==> config.mk <==
export PLATFORM = sky130hd
export DESIGN_NAME = typed_stream_fifo
export DESIGN_NICKNAME = d
export VERILOG_FILES = /design/src/rtl/typed_stream_fifo.sv
export SDC_FILE = /design/constraint.sdc
export NUM_CORES = 1
export LEC_CHECK = 0
export CAP_MARGIN = 40
export CELL_PAD_IN_SITES_DETAIL_PLACEMENT = 2
export CELL_PAD_IN_SITES_GLOBAL_PLACEMENT = 2
export CORE_MARGIN = 3
export CORE_UTILIZATION = 45
export DETAILED_ROUTE_END_ITERATION = 12
export GPL_TIMING_DRIVEN = 1
export PLACE_DENSITY = 0.87
export SYNTH_ARGS = -nofsm -noshare
export SYNTH_HDL_FRONTEND = slang
export SYNTH_SLANG_ARGS = --single-unit
==> constraint.sdc <==
create_clock -name clk_i -period 3.7 [get_ports clk_i]
set_input_delay 0.74 -clock clk_i [delete_from_list [all_inputs] [get_ports clk_i]]
set_output_delay 0.74 -clock clk_i [all_outputs]
set_load 0.1 [all_outputs]
==> src/rtl/typed_stream_fifo.sv <==
// typed_stream_fifo: element-type-parameterised valid/ready FIFO, DEPTH entries (2..256, any value).
// Optional macro TYPED_STREAM_FIFO_BYPASS_EN: zero-latency pass-through while the FIFO is empty.
module typed_stream_fifo #(
  parameter type T     = int,
  parameter int  DEPTH = 4,
  parameter int  CW    = $clog2(DEPTH + 1)
) (
  input  logic          clk_i,
  input  logic          rst_ni,
  input  logic          in_valid_i,
  output logic          in_ready_o,
  input  T              in_data_i,
  output logic          out_valid_o,
  input  logic          out_ready_i,
  output T              out_data_o,
  output logic [CW-1:0] count_o
);

  localparam int            PW   = (DEPTH > 1) ? $clog2(DEPTH) : 1;
  localparam logic [PW-1:0] LAST = PW'(DEPTH - 1);
  localparam logic [CW-1:0] FULL = CW'(DEPTH);

  T              mem_q [DEPTH];
  logic [PW-1:0] wp_q, wp_d;
  logic [PW-1:0] rp_q, rp_d;
  logic [CW-1:0] cnt_q, cnt_d;

  logic empty, full;
  logic push, pop, pass;
  logic wr_en, rd_en;

  assign empty = (cnt_q == '0);
  assign full  = (cnt_q == FULL);

  // Handshake: a side transfers on any rising edge where its valid and ready are both high;
  // in_ready_o depends only on occupancy, never on out_ready_i.
  always_comb begin
    in_ready_o  = !full;
    out_valid_o = !empty;
    out_data_o  = '0;
    if (!empty) begin
      out_data_o = mem_q[rp_q];
    end
`ifdef TYPED_STREAM_FIFO_BYPASS_EN
    if (empty) begin
      out_valid_o = in_valid_i;
      out_data_o  = in_data_i;
    end
`endif
  end

`ifdef TYPED_STREAM_FIFO_BYPASS_EN
  // A word that flows straight through counts as push and pop but leaves storage untouched.
  assign pass = empty && in_valid_i && out_ready_i;
`else
  assign pass = 1'b0;
`endif

  assign push  = in_valid_i && in_ready_o;
  assign pop   = out_valid_o && out_ready_i;
  assign wr_en = push && !pass;
  assign rd_en = pop && !pass;

  always_comb begin
    wp_d  = wp_q;
    rp_d  = rp_q;
    cnt_d = cnt_q;
    if (wr_en) begin
      wp_d = (wp_q == LAST) ? '0 : wp_q + PW'(1);
    end
    if (rd_en) begin
      rp_d = (rp_q == LAST) ? '0 : rp_q + PW'(1);
    end
    case ({wr_en, rd_en})
      2'b10:   cnt_d = cnt_q + CW'(1);
      2'b01:   cnt_d = cnt_q - CW'(1);
      default: cnt_d = cnt_q;
    endcase
  end

  always_ff @(posedge clk_i or negedge rst_ni) begin
    if (!rst_ni) begin
      wp_q  <= '0;
      rp_q  <= '0;
      cnt_q <= '0;
    end else begin
      wp_q  <= wp_d;
      rp_q  <= rp_d;
      cnt_q <= cnt_d;
    end
  end

  // Storage is not reset; its contents are masked while cnt_q is zero.
  always_ff @(posedge clk_i) begin
    if (wr_en) begin
      mem_q[wp_q] <= in_data_i;
    end
  end

  assign count_o = cnt_q;

endmodule
# Word level (Yosys, flattened, before mapping)
# Memories as Yosys holds them, arrays and structs flattened.
# Cells that the tools add are included.
# Widths: inputs -> output; s select.
[totals]
regBits = 7
n_memories = 1
mem_bits_rw = 128
wordCells = 25
in_bits = 36
[classes]
eq_ne = 5
mux = 6
reduce_logical = 6
addsub = 4
[mem_list]
columns = ["name", "depth", "width", "rd", "rd_clocked_by_memory_dff", "write_ports", "line", "rtl"]
rows = [
  ["mem_q", 4, 32, 1, 0, 1, "23", "T mem_q [DEPTH];"],
]
[ops]
columns = ["cell", "n"]
rows = [
  ["$mux 32", 1],
  ["$eq 2x2->1 const B", 3],
  ["$pmux 3 s2", 1],
  ["$add 2x1->2 const B", 2],
  ["$mux 2", 2],
  ["$add 3x1->3 const B", 1],
  ["$eq 3x3->1 const B", 1],
  ["$logic_not 3->1", 1],
  ["$sub 3x1->3 const B", 1],
  ["$eq 2x1->1 const B", 1],
  ["$logic_and 1x1->1", 2],
  ["$logic_not 1->1", 2],
  ["$mux 1", 2],
  ["$reduce_bool 2->1", 1],
]

# Longest topological paths before layout
# Gate-level depths: netlist (run 1).
[logic_depth]
depth_word = 5
mapped_depth = 9
mapped_depth_nobuf = 9

# Least setup slack after synthesis (run 1)
# No wires, ideal clock.
[synth_path]
path_kind = "register -> output"
from = "register cnt_q[0] (netlist: count_o[0])"
to = "output out_data_o[22] in the netlist's numbering"
required_time_ns = 2.960
arrival_time_ns = 3.108
path_stages_with_launch = 4
setup_slack_ns = -0.148
cell_sequence = "dfrtp_1 > or3_4 > clkbuf_1 > and2_1"
[synth_lines]
columns = ["element", "line", "rtl"]
rows = [
  ["start: declaration", "26", "logic [CW-1:0] cnt_q, cnt_d;"],
  ["start signal: assignment", "89", "cnt_q <= cnt_d;"],
  ["end: declaration", "15", "output T out_data_o,"],
]

==> metrics.md, run 1 <==
| Metric | Value |
|---|---|
| Postcts setup bufs | 0 |
| Seq/Total Area, Yosys | 0.757 |
| Crit path kind | reg -> out |
| Global-route wire length before repair | 20100 um |
| Reg2Reg Launch Point | count_o[0]$_DFFE_PN0P_ |
| Drt first-iter violations | 190 |
| Core area | 11500 sq um |
| Via Count | 2640 |
| Filler cell count | 938 |
| Via-per-instance ratio | 5.45 |
| Root Driver | clkbuf_16 |
| Number of top-level pins | 73 |
| Detailed Routing Iterations Pass 1 | 4 |
| Layout area overhead | 26.9% |
| Mapped Area | 5310 sq um |
| Synth Area per Inst | 21.9 sq um |
| Max Freq | 0.330 GHz |
| Total GRT Usage | 0.222 |
| Routed WL | 13300 um |
| Clock Latency Late Sink | 0.42 ns |
| Post-Syn Instances | 242 |
| TNS Setup | 0 ns |
| # rows | 39 |
| Library cells used by synthesis | 19 |
| Max Slew Vio Count | 0 |
| Setup ws final | 0.666 ns |
| Max transition margin | 0.416 |
| Slew @ Worst Pin | 0.876 ns |
| Post-route clock period utilization | 0.820 |
| Resized cells post-CTS | 0 |
| Dpl hpwl | 8460 um |
| CP required | 2.96 ns |
| WL/cell | 27.5 um |
| Max Cap Viol | 0 |
| Final Hold Viols | 0 |
| Startpoint types | flip-flop |
| Initial antenna violation count | 0 |
| Final setup fails | 0 |
| CTS Sinks | 135 |
| Largest net degree at the start of global routing | 35 |
| Min Hold Slack | 0.539 ns |
| Antenna diodes | 0 |
| Synthesized flop and latch total | 135 |
| Hold-fix buffers, CTS | 0 |
| Number of global-route vias before repair | 3065 |
| DIE AREA | 13100 sq um |
| Crit. End Element | output pin |
| Die height | 115 um |
| CTS Buffer Depth | 2 |
| Starting density of the core | 0.463 |
| Largest area contributor in the synthesized netlist | edfxtp_1 |
| Total grt overflow | 0 |
| PortBufs | 72 |
| Nets | 374 |
| Syn nets | 285 |
| Num CTS Buffers | 17 |
| Die width | 115 um |
| CTS tree | yes |
| ANT nets after route | 0 |
| Max FO, Critical Path | 25 |
| Status | completed |
| Clk pin slew, worst setup/hold paths | 0.05 ns |
| H-tree depth | 4 |
| Critical path origin | rp_q[0]$_DFFE_PN0P_ |
| Skew final | 0.00933 ns |
| HP Start | count_o[2]$_DFFE_PN0P_ |
| Synth warn | 0 |
| Post-layout min period | 3.03 ns |
| HP Class | reg -> reg |
| RSZ-0062 raised after global routing | false |
| Proportion of layout cells with a drive suffix above 1 | 0.317 |
| Routability cong. | 0.700 |
| Top post-synthesis cells by area | edfxtp_1 72%, mux4_2 14%, and2_1 3.8%, dfrtp_1 3.3%, ha_1 1.4% |
| Pre-CTS setup slack | 1.07 ns |
| Drc violations | 0 |
| Data arrival, critical path | 2.29 ns |
| Yosys top cell area share | 0.724 |
-- critical path: stages, from the launching register on --
cell,delay (ns)
dfrtp_2,0.59
buf_12,0.30
mux4_2,0.57
and2_1,0.18
buf_4,0.23
-- flip-flops by register name, indices dropped and copies added (netlist names) --
register,cells
count_o,3
rp_q,2
wp_q,2
mem_q,128
-- per-layer routing --
layer,part of all wire,vias to the layer above,track usage,wire (um)
li1,-,1150,-,-
met1,0.41,1389,0.271,5470
met2,0.53,82,0.375,7040
met3,0.042,19,0.0544,565
met4,0.019,0,0.0974,255
met5,0,-,0,0
-- cells in the mapped netlist --
| cell | instances |
|---|---|
| and2_1 | 32 |
| clkbuf_1 | 4 |
| edfxtp_1 | 128 |
| ha_1 | 6 |
| mux4_2 | 32 |
| xor2_1 | 2 |
| xnor2_1 | 1 |
| or3b_4 | 1 |
| or3_4 | 1 |
| buf_6 | 4 |
| mux2_4 | 4 |
| buf_2 | 3 |
| mux2i_1 | 1 |
| and3_2 | 4 |
| and2_4 | 2 |
| nor2_1 | 3 |
| fa_1 | 1 |
| inv_1 | 6 |
| dfrtp_1 | 7 |
-- through the flow --
stage          instance area, sq um  utilization  instances
3_3_place_gp                   6070        0.530        447
6_report                       6740        0.588        484
3_5_place_dp                   6240        0.544        455
5_1_grt                        6740        0.588        484
4_1_cts                        6740        0.588        484
2_1_floorplan                  5310            -        242
-- final timing paths --
check                                         end  slack [ns]  cells after the start
max                                out_data_o[21]        0.67                      4
min                        count_o[2]$_DFFE_PN0P_        0.54                      1
max reg2reg                count_o[2]$_DFFE_PN0P_        1.43                      9
min reg2reg                count_o[2]$_DFFE_PN0P_        0.54                      1
max in group asynchronous     rp_q[0]$_DFFE_PN0P_        2.76                      1
min in group asynchronous     wp_q[1]$_DFFE_PN0P_        0.62                      1
-- cells by family (layout without fill, tap and decap cells) --
group / count (synthesis) / count (layout) / synth area share
DFF: 135 / 135 / 0.757
adders and majority gates: 7 / 7 / 0.0179
buffers and inverters: 17 / 116 / 0.0184
xor gates and xnor gates: 3 / 3 / 0.00495
muxes: 37 / 37 / 0.149
and+or+nand+nor: 43 / 43 / 0.0530
-- cells in the final DEF, fill, tap and decap left out, drive strengths merged, types with 2 or more instances in the layout --
| master | instances |
|---|---|
| and2 | 34 |
| xor2 | 2 |
| buf | 42 |
| mux2 | 4 |
| clkbuf | 20 |
| inv | 6 |
| and3 | 4 |
| clkdlybuf4s50 | 39 |
| edfxtp | 128 |
| clkinv | 8 |
| nor2 | 3 |
| dfrtp | 7 |
| mux4 | 32 |
| ha | 6 |
-- layout make-up --
type                    count  area (sq um)  area share
flip-flops and latches    135          4020       0.597
multi-input cells          90          1190       0.177
repair buffers             81           823       0.122
clock buffers              20           437      0.0648
well taps                 143           179      0.0266
clock inverters             9          62.6     0.00928
inverters                   6          22.5     0.00334
Power of run 1 is left out: the tool's default activity adds up to more than one toggle a clock period on the data nets, which glitch-free logic cannot reach.
==> run 2: changes to the inputs <==
Settings changed: CORE_UTILIZATION 45 to 38, PLACE_DENSITY 0.87 to 0.79.
Clock period 3.7 ns to 2.65 ns, I/O delays scaled along.
==> metrics.md, run 2 (synthesis gave the netlist of run 1 again) <==
| Metric | Value |
|---|---|
| Via Count | 2571 |
| CP required | 2.12 ns |
| Starting density of the core | 0.395 |
| RSZ-0062 raised after global routing | false |
| Initial antenna violation count | 0 |
| Max Cap Viol | 0 |
| Max transition margin | 0.691 |
| Slew @ Worst Pin | 0.463 ns |
| Postcts setup bufs | 0 |
| CTS Buffer Depth | 2 |
| Routability cong. | 0.657 |
| Most common cell on crit path | buf_12 |
| Clock Latency Late Sink | 0.41 ns |
| Largest net degree at the start of global routing | 35 |
| Critical path cell sequence | buf_12 > mux4_2 > and2_1 > buf_12 |
| Core area | 13500 sq um |
| CTS tree | yes |
| Crit-path leading delay family | flip-flops |
| Antenna diodes | 0 |
| PortBufs | 72 |
| Reg with most FFs | mem_q |
| Via-per-instance ratio | 4.96 |
| Crit. End Element | output pin |
| Post-route clock period utilization | 0.947 |
| Status | completed |
| Post-layout min period | 2.51 ns |
| Most frequent cells in the layout | 128 x edfxtp_1, 39 x buf_12, 35 x clkdlybuf4s50_1 |
| Max Freq | 0.399 GHz |
| FF-to-FF End | count_o[2]$_DFFE_PN0P_ |
| Crit path kind | reg -> out |
| # rows | 42 |
| R2r worst-path depth | 9 |
| Max Slew Vio Count | 0 |
| Flop2flop setup slack | 0.30 ns |
| Total GRT Usage | 0.162 |
| Clk pin slew, worst setup/hold paths | 0.05 ns |
| Die width | 124 um |
| Detailed Routing Iterations Pass 1 | 4 |
| Dpl hpwl | 7150 um |
| WL/cell | 22.4 um |
| Max FFs per register | 128 |
| Routed WL | 11600 um |
| Most common cell after layout, fill and taps aside | edfxtp_1 |
| Slowest stage cell, crit path | dfrtp_2 |
| HP Class | in -> async |
| Total grt overflow | 0 |
| Final Hold Viols | 0 |
| Num CTS Buffers | 17 |
| Worst stage delay on the critical path | 0.61 ns |
| CTS Sinks | 135 |
| WP depth | 4 |
| DIE AREA | 15400 sq um |
| Layout area overhead | 35.3% |
| Data arrival, critical path | 1.98 ns |
| Critical path origin | rp_q[1]$_DFFE_PN0P_ |
| ANT nets after route | 0 |
| CP Buf/Inv Count | 2 |
| Hold-fix buffers, CTS | 0 |
| Max FO, Critical Path | 20 |
| Proportion of layout cells with a drive suffix above 1 | 0.371 |
| TNS Setup | 0 ns |
| Number of global-route vias before repair | 3045 |
| Number of top-level pins | 73 |
| Startpoint types | flip-flop |
| Resized cells post-CTS | 0 |
| Die height | 124 um |
| Worst Setup EP | out_data_o[6] |
| Reg2Reg Launch Point | count_o[0]$_DFFE_PN0P_ |
| Nets | 372 |
| H-tree depth | 4 |
| Drt first-iter violations | 188 |
| Final setup fails | 0 |
| Global-route wire length before repair | 18500 um |
| Filler cell count | 1184 |
| Root Driver | clkbuf_16 |
| Skew final | 0.00803 ns |
| Drc violations | 0 |
==> run 2: changes by cell type in the layout (fill, tap and decap cells not counted), moves of 4 or more <==
| cell | previous run | this run |
|---|---|---|
| and2_1 | 32 | 23 |
| and2_2 | 0 | 9 |
| clkinv_1 | 6 | 0 |
| buf_4 | 33 | 5 |
| buf_12 | 5 | 39 |
| clkdlybuf4s50_1 | 39 | 35 |
| clkbuf_1 | 3 | 7 |
==> run 2: per-stage QoR <==
stage | instance area [sq um] | setup slack (ns) | hold slack [ns] | utilization | std cells
6_report | 7180 | 0.141 | 0.388 | 0.534 | 518
5_1_grt | 7180 | 0.0130 | 0.380 | 0.534 | 518
4_1_cts | 7180 | 0.0710 | 0.370 | 0.534 | 518
3_5_place_dp | 6640 | 0.200 | 0.518 | 0.494 | 486
3_3_place_gp | 6640 | 0.342 | 0.479 | 0.494 | 486
2_1_floorplan | 5330 | 0.0242 | 0.234 | - | 242
==> run 2: cell type report <==
class | instances | area (sq um) | area share
inverter | 6 | 22.5 | 0.00313
tap | 176 | 220 | 0.0307
clock buffer | 27 | 493 | 0.0686
multi-input combinational | 90 | 1200 | 0.168
timing repair buffer | 79 | 1170 | 0.163
clock inverter | 5 | 50.0 | 0.00697
sequential | 135 | 4030 | 0.560
==> run 2: worst min-delay path by stage <==
stage / to / cells after the start
final: wp_q[0]$_DFFE_PN0P_ / 1
after global routing: wp_q[0]$_DFFE_PN0P_ / 1
after CTS: wp_q[1]$_DFFE_PN0P_ / 1
after detailed placement: count_o[0]$_DFFE_PN0P_ / 1
after global placement: count_o[2]$_DFFE_PN0P_ / 1
after floorplan: count_o[0]$_DFFE_PN0P_ / 0
==> run 2: per-layer routing <==
metal | vias to the layer above | routed length, um | track usage
met5 | - | 0 | 0
met4 | 0 | 95 | 0.0484
met3 | 8 | 493 | 0.0563
met2 | 67 | 6290 | 0.278
met1 | 1352 | 4700 | 0.194
li1 | 1144 | - | -
Power of run 2 is left out for the same reason.
